$ cat config.mk
export PLATFORM = sky130hd
export DESIGN_NAME = sequential_divider
export DESIGN_NICKNAME = d
export VERILOG_FILES = /design/src/rtl/sequential_divider_pkg.sv /design/src/rtl/Full_Subtractor.sv /design/src/rtl/sequential_divider_div_step.sv /design/src/rtl/sequential_divider.sv
export SDC_FILE = /design/constraint.sdc
export NUM_CORES = 1
export LEC_CHECK = 0
export BUFFER_PORTS_ARGS = -buffer_cell sky130_fd_sc_hd__buf_2
export CAP_MARGIN = 20
export CORE_MARGIN = 4
export CORE_UTILIZATION = 60
export DETAILED_ROUTE_END_ITERATION = 8
export PLACE_DENSITY = 0.82
export SLEW_MARGIN = 25
export SYNTH_ARGS = -nofsm -noshare
export SYNTH_HDL_FRONTEND = slang
export SYNTH_SLANG_ARGS = --single-unit
export TNS_END_PERCENT = 20
$ cat constraint.sdc
create_clock -name clk -period 7.2 [get_ports clk]
set_input_delay 0.36 -clock clk [delete_from_list [all_inputs] [get_ports clk]]
set_output_delay 0.36 -clock clk [all_outputs]
set_load 0.05 [all_outputs]
$ cat src/rtl/sequential_divider_pkg.sv
// Shared arithmetic-block definitions: divider FSM state encoding.
package sequential_divider_pkg;

  typedef enum logic [1:0] {
    StIdle = 2'd0,
    StCalc = 2'd1,
    StDone = 2'd2
  } div_state_e;

endpackage

$ cat src/rtl/Full_Subtractor.sv
// Ripple-borrow subtractor: diff = a - b - borrow_in, borrow_out set on underflow.
module Full_Subtractor #(
  parameter int unsigned WIDTH = 5
) (
  input  logic [WIDTH-1:0] a,
  input  logic [WIDTH-1:0] b,
  input  logic             borrow_in,
  output logic [WIDTH-1:0] diff,
  output logic             borrow_out
);

  logic [WIDTH:0] borrow;

  assign borrow[0] = borrow_in;

  for (genvar i = 0; i < WIDTH; i++) begin : g_bit
    assign diff[i]       = a[i] ^ b[i] ^ borrow[i];
    assign borrow[i + 1] = (~a[i] & b[i]) | (~(a[i] ^ b[i]) & borrow[i]);
  end

  assign borrow_out = borrow[WIDTH];

endmodule

$ cat src/rtl/sequential_divider_div_step.sv
// One combinational restoring-division step: shift in a dividend bit, trial-subtract divisor.
module div_step #(
  parameter int unsigned WIDTH = 4
) (
  input  logic [WIDTH:0]   rem_in,
  input  logic             dividend_bit,
  input  logic [WIDTH-1:0] divisor,
  output logic [WIDTH:0]   rem_out,
  output logic             quot_bit
);

  logic [WIDTH:0] shifted;
  logic [WIDTH:0] diff;
  logic           borrow;
  logic           unused_rem_msb;

  // The partial remainder is always below the divisor, so its MSB is zero on entry.
  assign unused_rem_msb = rem_in[WIDTH];
  assign shifted        = {rem_in[WIDTH-1:0], dividend_bit};

  Full_Subtractor #(
    .WIDTH(WIDTH + 1)
  ) u_sub (
    .a         (shifted),
    .b         ({1'b0, divisor}),
    .borrow_in (1'b0),
    .diff      (diff),
    .borrow_out(borrow)
  );

  assign rem_out  = borrow ? shifted : diff;
  assign quot_bit = ~borrow;

endmodule

$ cat src/rtl/sequential_divider.sv
// Multi-cycle unsigned restoring divider: one quotient bit per clock, MSB first.
module sequential_divider
  import sequential_divider_pkg::*;
#(
  parameter int unsigned WIDTH = 4
) (
  input  logic             clk,
  input  logic             rst_n,
  input  logic             start,
  input  logic [WIDTH-1:0] in1,
  input  logic [WIDTH-1:0] in2,
  output logic             busy,
  output logic             done,
  output logic [WIDTH-1:0] out,
  output logic [WIDTH-1:0] remainder,
  output logic             div_by_zero
);

  if (WIDTH < 2) begin : g_width_check
    $error("sequential_divider: WIDTH must be at least 2");
  end

  localparam int unsigned CntW = (WIDTH > 2) ? $clog2(WIDTH) : 1;
  localparam logic [CntW-1:0] CntLast = CntW'(WIDTH - 1);

  div_state_e       state_q, state_d;
  logic [CntW-1:0]  cnt_q, cnt_d;
  logic [WIDTH:0]   rem_q, rem_d;
  // Dividend shifts out at the top while quotient bits shift in at the bottom.
  logic [WIDTH-1:0] dq_q, dq_d;
  logic [WIDTH-1:0] divisor_q, divisor_d;
  logic [WIDTH-1:0] out_q, out_d;
  logic [WIDTH-1:0] remainder_q, remainder_d;
  logic             dbz_q, dbz_d;

  logic [WIDTH:0]   step_rem;
  logic             step_quot;

  div_step #(
    .WIDTH(WIDTH)
  ) u_step (
    .rem_in      (rem_q),
    .dividend_bit(dq_q[WIDTH-1]),
    .divisor     (divisor_q),
    .rem_out     (step_rem),
    .quot_bit    (step_quot)
  );

  always_comb begin
    state_d     = state_q;
    cnt_d       = cnt_q;
    rem_d       = rem_q;
    dq_d        = dq_q;
    divisor_d   = divisor_q;
    out_d       = out_q;
    remainder_d = remainder_q;
    dbz_d       = dbz_q;

    unique case (state_q)
      StIdle: begin
        if (start) begin
          if (in2 != '0) begin
            dq_d      = in1;
            divisor_d = in2;
            rem_d     = '0;
            cnt_d     = '0;
            dbz_d     = 1'b0;
            state_d   = StCalc;
          end else begin
            out_d       = '1;
            remainder_d = in1;
            dbz_d       = 1'b1;
            state_d     = StDone;
          end
        end
      end
      StCalc: begin
        rem_d = step_rem;
        dq_d  = {dq_q[WIDTH-2:0], step_quot};
        cnt_d = cnt_q + CntW'(1);
        if (cnt_q == CntLast) begin
          out_d       = {dq_q[WIDTH-2:0], step_quot};
          remainder_d = step_rem[WIDTH-1:0];
          state_d     = StDone;
        end
      end
      StDone: begin
        state_d = StIdle;
      end
      default: begin
        state_d = StIdle;
      end
    endcase
  end

  always_ff @(posedge clk or negedge rst_n) begin
    if (!rst_n) begin
      state_q     <= StIdle;
      cnt_q       <= '0;
      rem_q       <= '0;
      dq_q        <= '0;
      divisor_q   <= '0;
      out_q       <= '0;
      remainder_q <= '0;
      dbz_q       <= 1'b0;
    end else begin
      state_q     <= state_d;
      cnt_q       <= cnt_d;
      rem_q       <= rem_d;
      dq_q        <= dq_d;
      divisor_q   <= divisor_d;
      out_q       <= out_d;
      remainder_q <= remainder_d;
      dbz_q       <= dbz_d;
    end
  end

  assign busy        = (state_q == StCalc) || (state_q == StDone);
  assign done        = (state_q == StDone);
  assign out         = out_q;
  assign remainder   = remainder_q;
  assign div_by_zero = dbz_q;

endmodule

# ---- Word level (Yosys, flattened, before mapping)
# Index checks and enable logic that the tools add are counted.
dict set report op_classes {
  add_sub_neg 1
  eq_ne 7
  muxes 23
  bitwise_logic 27
  n_reduce_logical 9
}
# operator count
set op_table {}
lappend op_table {{two-way mux 4 bit} 11}
lappend op_table {{case mux 4 bit (2 select lines)} 4}
lappend op_table {{two-way mux 2 bit} 5}
lappend op_table {{inverter 1 bit} 9}
lappend op_table {{bitwise AND 1 bit} 8}
lappend op_table {{inequality test 2 bit (second input constant)} 4}
lappend op_table {{case mux 2 bit (2 select lines)} 2}
lappend op_table {{bitwise XOR 1 bit} 7}
lappend op_table {{AND reduction 3 bit} 2}
lappend op_table {{equality test 2 bit (second input constant)} 2}
lappend op_table {{AND reduction 2 bit} 2}
lappend op_table {{AND reduction 4 bit} 1}
lappend op_table {{nonzero test 4 bit} 1}
lappend op_table {{bitwise OR 1 bit} 3}
lappend op_table {{adder 2 x 1 -> 2 bit (second input constant)} 1}
lappend op_table {{equality test 2 x 1 -> 1 bit (second input constant)} 1}
lappend op_table {{logical NOT 2 bit} 1}
lappend op_table {{nonzero test 2 bit} 1}
lappend op_table {{logical OR 1 bit} 1}
lappend op_table {{two-way mux 1 bit} 1}
dict set report totals {
  reg_bits 25
  wordCells 75
}

# ---- Logic depth before layout (Yosys ltp)
dict set report logic_depth {
  depth_word 12
  mapped_depth 9
  mapped_depth_nobuf 8
}

# ---- Cells and area by module
# From an unflattened synthesis, not the netlist that was laid out.
dict set report unflattened {
  hier_cells 121
  area_unflattened_um2 1542.7
}
# mod n_inst cells_each area_per_inst_um2
set modules_own_cells {}
lappend modules_own_cells {sequential_divider 1 96 1303.8}
lappend modules_own_cells {Full_Subtractor 1 17 145.1}
lappend modules_own_cells {div_step 1 8 93.8}

# ---- Least setup slack after synthesis
# OpenSTA, ideal clock, no wires.
dict set report synth_path {
  kind {reg-to-reg}
  startpoint {register dq_q[3]}
  endpoint {register remainder_q[1] (netlist: remainder[1])}
  setup_time_ns 0.066
  arrival_time_ns 2.391
  path_slack_ns 4.743
  path_stages_with_launch 10
  period_less_slack_ns 2.457
  cell_sequence {dfrtp_1 inv_1 ha_1 fa_1 fa_1 fa_1 nor2b_1 buf_1 o211ai_1 mux2_4}
}
dict set report synth_via {
  elab_chain_cells 12
  elab_cells_between_ends 13
  cone_classes {mux: 3; bitwise: 10}
}
# element line_no
set synth_rtl {}
lappend synth_rtl {{start: declaration} sequential_divider.sv:30} ;# logic [WIDTH-1:0] dq_q, dq_d;
lappend synth_rtl {{start signal: assignment} sequential_divider.sv:110} ;# dq_q <= dq_d;
lappend synth_rtl {{inverter 1 bit (*)} Full_Subtractor.sv:18} ;# assign borrow[i + 1] = (~a[i] & b[i]) | (~(a[i] ^ b[i]) & borrow[i]);
lappend synth_rtl {{bitwise AND 1 bit (*)} Full_Subtractor.sv:18}
lappend synth_rtl {{bitwise AND 1 bit} Full_Subtractor.sv:18}
lappend synth_rtl {{bitwise OR 1 bit} Full_Subtractor.sv:18}
lappend synth_rtl {{bitwise AND 1 bit} Full_Subtractor.sv:18}
lappend synth_rtl {{bitwise OR 1 bit} Full_Subtractor.sv:18}
lappend synth_rtl {{bitwise AND 1 bit} Full_Subtractor.sv:18}
lappend synth_rtl {{bitwise OR 1 bit} Full_Subtractor.sv:18}
lappend synth_rtl {{bitwise AND 1 bit} Full_Subtractor.sv:18}
lappend synth_rtl {{two-way mux 4 bit (*)} sequential_divider_div_step.sv:31} ;# assign rem_out = borrow ? shifted : diff;
lappend synth_rtl {{two-way mux 4 bit (*)} sequential_divider.sv:81} ;# if (cnt_q == CntLast) begin
lappend synth_rtl {{case mux 4 bit (2 select lines) (*)} sequential_divider.sv:59} ;# unique case (state_q)
lappend synth_rtl {{end signal: assignment} sequential_divider.sv:113} ;# remainder_q <= remainder_d;
lappend synth_rtl {{end: declaration} sequential_divider.sv:33} ;# logic [WIDTH-1:0] remainder_q, remainder_d;
# Mark *: on every way between the ends. The rest lies on a longest branch, timed or not. The select of a mux whose other input is x is not followed.
# A chain may end at the register's enable or synchronous reset.

# ---- Worst setup path after layout
# Ends and elaborated chain as after synthesis.

==> results.toml <==
[sta]
setup_viol = 0
hold_viol = 0
fin_crit_ps = 2630
worst_slew_pin_slew_ps = 861
fmaxAchievable_mhz = 380
fin_crit_sh_pct = 36.6
finalSetupTns_ps = 0
grt_setup_unrepaired = "no"
slew_headroom_pct = 42.6
slew_violations = 0
fin_skew_ps = 10.8
whs_ps = 4.44

[cts]
clk_latency_ps = 320
cts-buffers-inserted = 3
cts_root_buffer = "clkbuf_4"
cts_tree = "yes"
cts_resized = 0
clock-sinks = 25
cts_hold_buf = 0
clockBufferDepth = 2
clkTransAtPathRegs_ps = 140
cts_max_level = 1
postCtsSetupBuffers = 0

[worst_setup_path]
cpPeakStageDelay_ps = 470
crit_chain = "inv_1, ha_1, fa_1, fa_1, fa_1, nor2b_1, o211ai_1, mux2_4"
r2r_slack_ps = 4570
worstPathMaxFanout = 10
cp-end-kind = "register"
worstPathRequired_ps = 7460
cpMostUsedCell = "fa_1"
start_kind = "register"
cp.arrival_ps = 2900
slowest_stage = "fa_1"
criticalPathCategory = "register to register"

[power_and_ir_drop]
combPwrFrac_pct = 59.6
p_leak_uw = 0.000716
peakVddDrop_mv = 0.291
sw_frac_of_total_pct = 47.8
total_power_uw = 775
seqPwrFrac_pct = 32.3
power_density_nw_per_um2 = 489
power.clock.fraction_pct = 8.1
internal_power_uw = 404
p_sw_uw = 371

[drt]
wl_um = 2720
viasPerCell = 6.04
wl_per_cell_um = 16.0
initialDrtViolationCount = 23
ant_nets = 0
route.vias.total = 1026
first_pass_iters = 6
drc_errors = 0

[synthesis]
synth_fa_ha_area_share_pct = 8.35
synth_edf_count = 0
synth-simple-area-share_pct = 13.4
yosysSeqAreaShare_pct = 42.6
synthesis.nets = 143
synthCells = 124
synth_top_family_by_area = "compound AO/OA/AOI/OAI gates"
ys_ff_latch = 25
synth_xor_area_share_pct = 0
synthArstFlopShare_pct = 100
synth_cell_type_count = 35
netlist_area_sq_um = 1470
ys_warn_count = 0
synth_compound_area_share_pct = 15.8
syn_avg_cell_area_sq_um = 11.8
synth_flop_cell = "dfrtp_1"
muxShareOfSynthArea_pct = 13.5

[die]
io_pins = 22
rows = 17
start_util_pct = 64.5
die_h_um = 57.5
die_w_um = 57.5
core_sq_um = 2280
fp.dieArea_sq_um = 3300

[global_routing]
antenna_found_initial = 0
grt_pass1_wl_um = 4660
grt_usage_pct = 17.9
grt_remaining_overflow = 0
grt_max_degree = 27
grt_pass1_vias = 988

[final_layout]
drive_gt1_share_pct = 33.1
antenna_cells = 0
stdcell_count = 170
fin_area_sq_um = 1580
nets = 162
syn_to_final_growth_pct = 7.84

[job]
max_cap_viol_count = 0

[place]
gp_congestion = 0.811
portBuffers = 21
dpl_cell_area_sq_um = 1560
placed_cells = 166
dp_hpwl_um = 2070

[status]
outcome = "finished, final reports clean"

[hold_path]
hold_class = "primary input to async pin"
metal layers:
layer | global-route usage (%) | part of all wire [%] | vias to the layer above
met4 | 3.97 | 1.1 | 0
met5 | 0 | 0 | -
met1 | 24.2 | 44 | 504
li1 | - | - | 477
met3 | 3.17 | 6.5 | 5
met2 | 29.8 | 48 | 40
synth_stat cells, types with 3 or more instances:
master    count  area share (%)
a22o_1        3             1.8
a211oi_1      3             1.5
o211ai_1      3             1.5
inv_1        11             2.8
buf_2         3             1.0
dfrtp_1      25              43
mux2_4        8             8.2
nand4b_1      4             2.4
nand2b_1     11             4.7
mux2_2        6             4.6
nand2_1       8             2.0
o21ai_0       6             2.0
ha_1          5             4.3
buf_6         3             2.3
fa_1          3             4.1
a31oi_1       3             1.3
final cells by class:
cell class	count	area, sq um
fill	174	692
clock inverter	1	5.00
clock buffer	3	22.5
timing repair buffer	21	105
sequential	25	626
tap	28	35.0
inverter	11	41.3
multi-input combinational	81	749
metrics by stage:
| stage | util, % | setup slack, ps |
|---|---|---|
| final | 69.6 | 4570 |
| after global routing | 69.6 | 4410 |
| after CTS | 69.6 | 4570 |
| after detailed placement | 68.4 | 4580 |
| after global placement | 68.4 | 4710 |
| after floorplan | - | 4740 |
cells in the final DEF, fill, tap and decap left out, types with 3 or more instances in the layout:
master,n
nand2b_1,11
o21ai_0,6
clkbuf_4,3
fa_1,3
nand4b_1,4
a211oi_1,3
nand2_1,8
buf_2,21
inv_1,11
a31oi_1,3
ha_1,5
o211ai_1,3
mux2_4,8
mux2_2,6
dfrtp_1,25
a22o_1,3
power by group through the flow:
stage | registers, uW | logic [uW] | clock network [uW]
detailed placement | 254 | 459 | 0
finish | 250 | 462 | 63.1
global route | 259 | 503 | 68.3
global placement | 249 | 442 | 0
floorplan | 322 | 308 | 0
CTS | 250 | 461 | 64.5
kinds of logic (layout without fill, tap and decap cells):
| family | count (synthesis) | after routing |
|---|---|---|
| AND/OR/NAND/NOR | 31 | 31 |
| AO/OA/AOI/OAI | 27 | 27 |
| flip-flops | 25 | 25 |
| buffers and inverters | 18 | 36 |
| multiplexers | 15 | 15 |
| adder cells (fa/ha/maj) | 8 | 8 |
registers in the layout, indices dropped and copies added (netlist names):
| signal | cells |
|---|---|
| cnt_q | 2 |
| div_by_zero | 1 |
| divisor_q | 4 |
| dq_q | 4 |
| out | 4 |
| rem_q | 4 |
| remainder | 4 |
| state_q | 2 |
worst max-delay path, delay by kind of cell, from the launching register on:
| family | cells | cell delay (ps) |
|---|---|---|
| DFF | 1 | 400 |
| AOI/OAI and AO/OA | 1 | 230 |
| adders and majority gates | 4 | 1460 |
| and+or+nand+nor | 1 | 260 |
| buffers and inverters | 1 | 50 |
| muxes | 1 | 170 |
worst paths after layout:
check,startpoint,endpoint,cells past startpoint
max,dq_q[3],remainder[1],8
min,rst_n,out[2],1
max reg2reg,dq_q[3],remainder[1],8
min reg2reg,cnt_q[0],cnt_q[0],1
max in group asynchronous,rst_n,rem_q[1],1
min in group clk,in2[1],divisor_q[1],2
Note: power is estimated with default switching activity, not from simulation.
